`config.mk`:
```
export PLATFORM = sky130hd
export DESIGN_NAME = t01_ai_placement_evaluator
export DESIGN_NICKNAME = d
export VERILOG_FILES = /design/src/rtl/t01_ai_pkg.sv /design/src/rtl/t01_ai_placement_evaluator_column_stats.sv /design/src/rtl/t01_ai_placement_evaluator.sv
export SDC_FILE = /design/constraint.sdc
export NUM_CORES = 1
export LEC_CHECK = 0
export CORE_MARGIN = 2
export CORE_UTILIZATION = 50
export DETAILED_ROUTE_END_ITERATION = 6
export GPL_TIMING_DRIVEN = 0
export HOLD_SLACK_MARGIN = 0.02
export PLACE_DENSITY = 0.7
export SYNTH_ARGS = -nofsm -noshare
export SYNTH_HDL_FRONTEND = slang
export SYNTH_SLANG_ARGS = --single-unit
```
`constraint.sdc`:
```
create_clock -name clk -period 26.3 [get_ports clk]
set_clock_uncertainty 0.2 [all_clocks]
set_input_delay 7.89 -clock clk [delete_from_list [all_inputs] [get_ports clk]]
set_output_delay 7.89 -clock clk [all_outputs]
set_load 0.02 [all_outputs]
```
`src/rtl/t01_ai_pkg.sv`:
```
// Shared types, board geometry and default scoring weights for the AI placement evaluator.
// Optional build macro: T01_AI_CENTER_TIEBREAK_EN (center-biased tie-break, used by the top).
package t01_ai_pkg;

  localparam int unsigned BOARD_ROWS = 20;
  localparam int unsigned BOARD_COLS = 10;
  localparam int unsigned BOARD_BITS = BOARD_ROWS * BOARD_COLS;

  localparam int DEF_W_LINES  = 8;
  localparam int DEF_W_HEIGHT = 5;
  localparam int DEF_W_HOLES  = 7;
  localparam int DEF_W_BUMP   = 2;
  localparam int unsigned DEF_SCORE_W = 16;

  typedef logic signed [DEF_SCORE_W-1:0] score_t;

  typedef enum logic [2:0] {
    ST_IDLE,
    ST_WAIT_CAND,
    ST_EVAL,
    ST_COMPARE,
    ST_DONE
  } eval_state_e;

  // Number of completely filled rows in a merged board.
  function automatic logic [4:0] count_full_rows(input logic [BOARD_BITS-1:0] b);
    logic [4:0] cnt;
    cnt = 5'd0;
    for (int r = 0; r < int'(BOARD_ROWS); r++) begin
      if (&b[8'(r * int'(BOARD_COLS)) +: BOARD_COLS]) cnt = cnt + 5'd1;
    end
    return cnt;
  endfunction

  // Distance of an x position from the board center column.
  function automatic logic [3:0] center_dist(input logic [3:0] x);
    return (x >= 4'd4) ? (x - 4'd4) : (4'd4 - x);
  endfunction

endpackage

```
`src/rtl/t01_ai_placement_evaluator_column_stats.sv`:
```
// Combinational height and hole count for one 20-cell board column (bit 0 = top row).
module t01_ai_column_stats
  import t01_ai_pkg::*;
(
  input  logic [BOARD_ROWS-1:0] col_bits,
  output logic [4:0]            height,
  output logic [4:0]            holes
);

  logic       found;
  logic [4:0] top;

  // Scan top to bottom: first set cell fixes the height, later clear cells are holes.
  always_comb begin
    found = 1'b0;
    top   = 5'd0;
    holes = 5'd0;
    for (int r = 0; r < int'(BOARD_ROWS); r++) begin
      if (col_bits[r] && !found) begin
        found = 1'b1;
        top   = 5'(r);
      end else if (found && !col_bits[r]) begin
        holes = holes + 5'd1;
      end
    end
    height = found ? 5'(int'(BOARD_ROWS) - int'(top)) : 5'd0;
  end

endmodule

```
`src/rtl/t01_ai_placement_evaluator.sv`:
```
// Streaming candidate scorer: column-serial heuristic, keeps only the best rotation/x.
// Optional build macro: T01_AI_CENTER_TIEBREAK_EN prefers x nearer the center on equal score.
module t01_ai_placement_evaluator
  import t01_ai_pkg::*;
#(
  parameter int          W_LINES  = DEF_W_LINES,
  parameter int          W_HEIGHT = DEF_W_HEIGHT,
  parameter int          W_HOLES  = DEF_W_HOLES,
  parameter int          W_BUMP   = DEF_W_BUMP,
  parameter int unsigned SCORE_W  = DEF_SCORE_W
) (
  input  logic                      clk,
  input  logic                      reset,
  input  logic                      start,
  input  logic                      cand_valid,
  output logic                      cand_ready,
  input  logic [BOARD_BITS-1:0]     cand_board,
  input  logic [1:0]                cand_rot,
  input  logic [3:0]                cand_x,
  input  logic                      cand_last,
  input  logic                      no_cand,
  output logic                      best_valid,
  output logic                      best_found,
  output logic [1:0]                best_rot,
  output logic [3:0]                best_x,
  output logic signed [SCORE_W-1:0] best_score,
  output logic [5:0]                num_evaluated
);

  eval_state_e               state_q, state_d;
  logic [BOARD_BITS-1:0]     board_q, board_d;
  logic [1:0]                rot_q, rot_d;
  logic [3:0]                x_q, x_d;
  logic                      last_q, last_d;
  logic [4:0]                lines_q, lines_d;
  logic [3:0]                col_q, col_d;
  logic [7:0]                agg_q, agg_d;
  logic [7:0]                holes_q, holes_d;
  logic [7:0]                bump_q, bump_d;
  logic [4:0]                prev_h_q, prev_h_d;
  logic                      best_valid_q, best_valid_d;
  logic                      best_found_q, best_found_d;
  logic [1:0]                best_rot_q, best_rot_d;
  logic [3:0]                best_x_q, best_x_d;
  logic signed [SCORE_W-1:0] best_score_q, best_score_d;
  logic [5:0]                num_q, num_d;

  logic [BOARD_ROWS-1:0]     col_slice;
  logic [4:0]                col_height, col_holes, h_diff;
  logic signed [SCORE_W-1:0] score_c;
  logic                      replace_c;

  // Extract the column currently being scored.
  always_comb begin
    for (int r = 0; r < int'(BOARD_ROWS); r++) begin
      col_slice[r] = board_q[8'(r * int'(BOARD_COLS) + int'(col_q))];
    end
  end

  t01_ai_column_stats u_column_stats (
    .col_bits (col_slice),
    .height   (col_height),
    .holes    (col_holes)
  );

  assign h_diff  = (col_height >= prev_h_q) ? (col_height - prev_h_q) : (prev_h_q - col_height);
  assign score_c = SCORE_W'(W_LINES * int'(lines_q) - W_HEIGHT * int'(agg_q)
                            - W_HOLES * int'(holes_q) - W_BUMP * int'(bump_q));

`ifdef T01_AI_CENTER_TIEBREAK_EN
  assign replace_c = (score_c > best_score_q) ||
                     ((score_c == best_score_q) && (center_dist(x_q) < center_dist(best_x_q)));
`else
  assign replace_c = (score_c > best_score_q);
`endif

  always_comb begin
    state_d      = state_q;
    board_d      = board_q;
    rot_d        = rot_q;
    x_d          = x_q;
    last_d       = last_q;
    lines_d      = lines_q;
    col_d        = col_q;
    agg_d        = agg_q;
    holes_d      = holes_q;
    bump_d       = bump_q;
    prev_h_d     = prev_h_q;
    best_valid_d = best_valid_q;
    best_found_d = best_found_q;
    best_rot_d   = best_rot_q;
    best_x_d     = best_x_q;
    best_score_d = best_score_q;
    num_d        = num_q;

    case (state_q)
      ST_WAIT_CAND: begin
        if (cand_valid) begin
          board_d  = cand_board;
          rot_d    = cand_rot;
          x_d      = cand_x;
          last_d   = cand_last;
          lines_d  = count_full_rows(cand_board);
          col_d    = 4'd0;
          agg_d    = 8'd0;
          holes_d  = 8'd0;
          bump_d   = 8'd0;
          prev_h_d = 5'd0;
          state_d  = ST_EVAL;
        end else if (no_cand) begin
          best_valid_d = 1'b1;
          state_d      = ST_DONE;
        end
      end
      ST_EVAL: begin
        agg_d    = agg_q + 8'(col_height);
        holes_d  = holes_q + 8'(col_holes);
        prev_h_d = col_height;
        if (col_q != 4'd0) bump_d = bump_q + 8'(h_diff);
        if (col_q == 4'(BOARD_COLS - 1)) state_d = ST_COMPARE;
        else                             col_d   = col_q + 4'd1;
      end
      ST_COMPARE: begin
        if (!best_found_q || replace_c) begin
          best_rot_d   = rot_q;
          best_x_d     = x_q;
          best_score_d = score_c;
        end
        best_found_d = 1'b1;
        if (num_q != 6'd63) num_d = num_q + 6'd1;
        if (last_q) begin
          best_valid_d = 1'b1;
          state_d      = ST_DONE;
        end else begin
          state_d = ST_WAIT_CAND;
        end
      end
      default: ;
    endcase

    // start from any state clears the result and reopens the candidate stream.
    if (start) begin
      best_valid_d = 1'b0;
      best_found_d = 1'b0;
      best_rot_d   = 2'd0;
      best_x_d     = 4'd0;
      best_score_d = '0;
      num_d        = 6'd0;
      state_d      = ST_WAIT_CAND;
    end
  end

  always_ff @(posedge clk or posedge reset) begin
    if (reset) begin
      state_q      <= ST_IDLE;
      board_q      <= '0;
      rot_q        <= 2'd0;
      x_q          <= 4'd0;
      last_q       <= 1'b0;
      lines_q      <= 5'd0;
      col_q        <= 4'd0;
      agg_q        <= 8'd0;
      holes_q      <= 8'd0;
      bump_q       <= 8'd0;
      prev_h_q     <= 5'd0;
      best_valid_q <= 1'b0;
      best_found_q <= 1'b0;
      best_rot_q   <= 2'd0;
      best_x_q     <= 4'd0;
      best_score_q <= '0;
      num_q        <= 6'd0;
    end else begin
      state_q      <= state_d;
      board_q      <= board_d;
      rot_q        <= rot_d;
      x_q          <= x_d;
      last_q       <= last_d;
      lines_q      <= lines_d;
      col_q        <= col_d;
      agg_q        <= agg_d;
      holes_q      <= holes_d;
      bump_q       <= bump_d;
      prev_h_q     <= prev_h_d;
      best_valid_q <= best_valid_d;
      best_found_q <= best_found_d;
      best_rot_q   <= best_rot_d;
      best_x_q     <= best_x_d;
      best_score_q <= best_score_d;
      num_q        <= num_d;
    end
  end

  assign cand_ready    = (state_q == ST_WAIT_CAND);
  assign best_valid    = best_valid_q;
  assign best_found    = best_found_q;
  assign best_rot      = best_rot_q;
  assign best_x        = best_x_q;
  assign best_score    = best_score_q;
  assign num_evaluated = num_q;

endmodule

```
==> flow_summary.toml <==
[run_status]
status = "completed"

[clocking]
tritoncts = "yes"
path_clk_slew_ns = 0.07
clock_latency_ns = 0.61
clk_path_buf_depth = 3
cts_num_sinks = 276
htree_levels = 1
cts_setup_buffers = 0
cts_buffers = 31
root_buffer = "clkbuf_16"
cts_resized = 0
ctsHoldBuffers = 0

[yosys]
syn_area_um2 = 22200
ys_seq_area_share_pct = 31.1
syn_area_per_cell_um2 = 9.25
synth.distinct_cells = 109
ys.flop_type = "dfrtp_1"
async_flop_share_pct = 100
ys_ff_latch = 276
ys.warnings.count = 0
synth_edf_count = 0
syn_inst = 2401
synth_nets = 2766

[global_routing]
grt_max_degree = 117
grt_pass1_vias = 19200
grt_pass1_wl_um = 104000
antenna_found_initial = 0
grt_use_total_pct = 28.4
overflow = 0

[setup_path]
arrival_ns = 17.85
startpoint_type = "flop"
slowest_delay_ns = 0.51
cp_data_required_time_ns = 26.58
slowest_stage = "ha_1"
path_class = "reg2reg"
cp_max_fo = 10
reg2reg_depth = 76
cpMostUsedCell = "ha_1"
cp-end-kind = "flop"

[final_layout]
drive_above_1_share_pct = 10.2
nets = 3043
fin_area_um2 = 26500
syn2layout_area_growth_pct = 19.3

[route]
ant_nets = 0
drc = 0
avgRoutedWirePerCell_um = 20.0
dr.pass1.iters = 5
vias = 19100
wirelength_um = 65900
viasPerCell = 5.81
drtIter0Drc = 1473

[timing]
hold_ws_ns = 0.276
period_share_pct = 66.8
max_freq_mhz = 56.9
worst_pin_slew_ns = 1.29
fin_tns_setup_ns = 0
setup_viol = 0
slew_viol_final = 0
relSlewSlack_pct = 12.7
fin_crit_ns = 17.57
rsz0062_at_grt = "false"
final_hold_viol_count = 0

[worst_hold_path]
min_path_type = "reg2reg"
worstHoldPathCells = 2

[floorplan]
num_rows = 77
die_x_um = 215
coreArea_um2 = 44000
initial_utilization_pct = 50.4
dieArea_um2 = 46100
die_h_um = 215
pin_count = 243

[run]
maxCapViolCount = 0

[place]
dp_hpwl_um = 52300
place_area_um2 = 25400
io_buffers = 242
routabilityCongestion = 0.928
worst max-delay path: cells and delay by family, from the launching register on:
family,cells,cell delay [ns]
compound gates,14,2.56
xor+xnor,2,0.34
fa+ha+maj,19,5.72
buf+inv,12,2.63
flops,1,0.40
mux,8,1.70
simple gates,21,3.86
flip-flops by register name (all words and copies together) (netlist names):
register / flops
agg_q: 8
best_found: 1
best_rot: 2
best_score: 14
best_valid: 1
best_x: 4
board_q: 200
bump_q: 8
col_q: 4
holes_q: 8
last_q: 1
lines_q: 5
num_evaluated: 6
prev_h_q: 5
rot_q: 2
state_q: 3
x_q: 4
synth_stat cells, types with 8 or more instances:
cell | instances | area (µm²)
nand2_1 | 747 | 2800
dfrtp_1 | 276 | 6910
ha_1 | 127 | 1590
inv_1 | 127 | 477
mux4_2 | 97 | 2180
mux2i_1 | 95 | 951
xnor2_1 | 77 | 674
a21oi_1 | 72 | 360
o21ai_0 | 71 | 355
nor2_1 | 69 | 259
clkbuf_1 | 63 | 236
nand3_1 | 40 | 200
nand4_1 | 37 | 231
nor3_1 | 30 | 150
xor2_1 | 30 | 263
a22o_1 | 27 | 236
mux2_2 | 27 | 304
fa_1 | 26 | 521
nor2b_1 | 25 | 156
a21o_1 | 18 | 135
mux4_1 | 17 | 447
a22oi_1 | 16 | 120
buf_6 | 13 | 146
nand2b_1 | 13 | 81.3
or2_2 | 13 | 81.3
buf_2 | 12 | 60.1
o21bai_1 | 12 | 90.1
and2_1 | 10 | 62.6
o22ai_1 | 10 | 62.6
nor4_1 | 9 | 56.3
o21a_1 | 9 | 67.6
or3_1 | 9 | 56.3
a211oi_1 | 8 | 60.1
metal layers:
layer  GRT usage (%)  part of all wire [%]  vias up  routed length, µm
met2            48.6                    49      634              32200
li1                -                     -     8944                  -
met1            37.3                    41     9424              27300
met3            3.71                   6.4      130               4250
met5               0                     0        -                  0
met4            9.68                   3.3        0               2180
metrics by stage:
stage	setup slack, ns	instances	util, %
detailed placement	8.94	3237	57.8
floorplan	10.60	2401	-
global placement	7.37	3235	57.6
CTS	8.89	3293	60.2
global route	7.71	3293	60.2
finish	8.73	3294	60.2
final cells by class:
type / count / area (µm²)
Fill cell: 3824 / 17500
Multi-Input combinational cell: 1883 / 14200
Sequential cell: 276 / 6910
Timing Repair Buffer: 244 / 2480
Clock buffer: 42 / 877
Tap cell: 592 / 741
Buffer: 109 / 652
Inverter: 133 / 507
Clock inverter: 14 / 175
Antenna cell: 1 / 2.50
cells in the final DEF, fill, tap and decap left out, types with 10 or more instances in the layout:
cell               n
o22ai_1           10
nor2_1            69
and2_1            10
a22o_1            27
or2_2             13
nand2b_1          13
nor3_1            29
ha_1             127
o21bai_1          12
inv_1            126
o21ai_0           71
a21oi_1           72
mux4_1            17
fa_1              26
mux4_2            97
xnor2_1           77
a21o_1            18
mux2_2            27
nor2b_1           25
clkdlybuf4s50_1  242
buf_2             12
clkbuf_1          68
buf_6             13
xor2_1            30
a22oi_1           16
clkbuf_16         31
dfrtp_1          276
nand3_1           40
nand2_1          747
nand4_1           37
mux2i_1           95
path summary, 6_finish.rpt:
path,end,slack (ns),from
max,holes_q[7],8.73,col_q[2]
min,x_q[0],0.28,x_q[0]
max reg2reg,holes_q[7],8.73,col_q[2]
min reg2reg,x_q[0],0.28,x_q[0]
max in group asynchronous,board_q[124],17.39,reset
min in group asynchronous,board_q[3],7.54,reset
kinds of logic after synthesis:
group / after synthesis / share of synthesized area (%)
AND/OR/NAND/NOR: 1041 / 20.3
AO/OA/AOI/OAI: 323 / 10.1
flip-flops: 276 / 31.1
buffers and inverters: 242 / 5.18
multiplexers: 241 / 17.8
adder cells (fa/ha/maj): 153 / 9.50
XOR/XNOR: 125 / 6.03
Power is left out: the tool's default activity adds up to more than one toggle a clock period on the data nets, which glitch-free logic cannot reach.
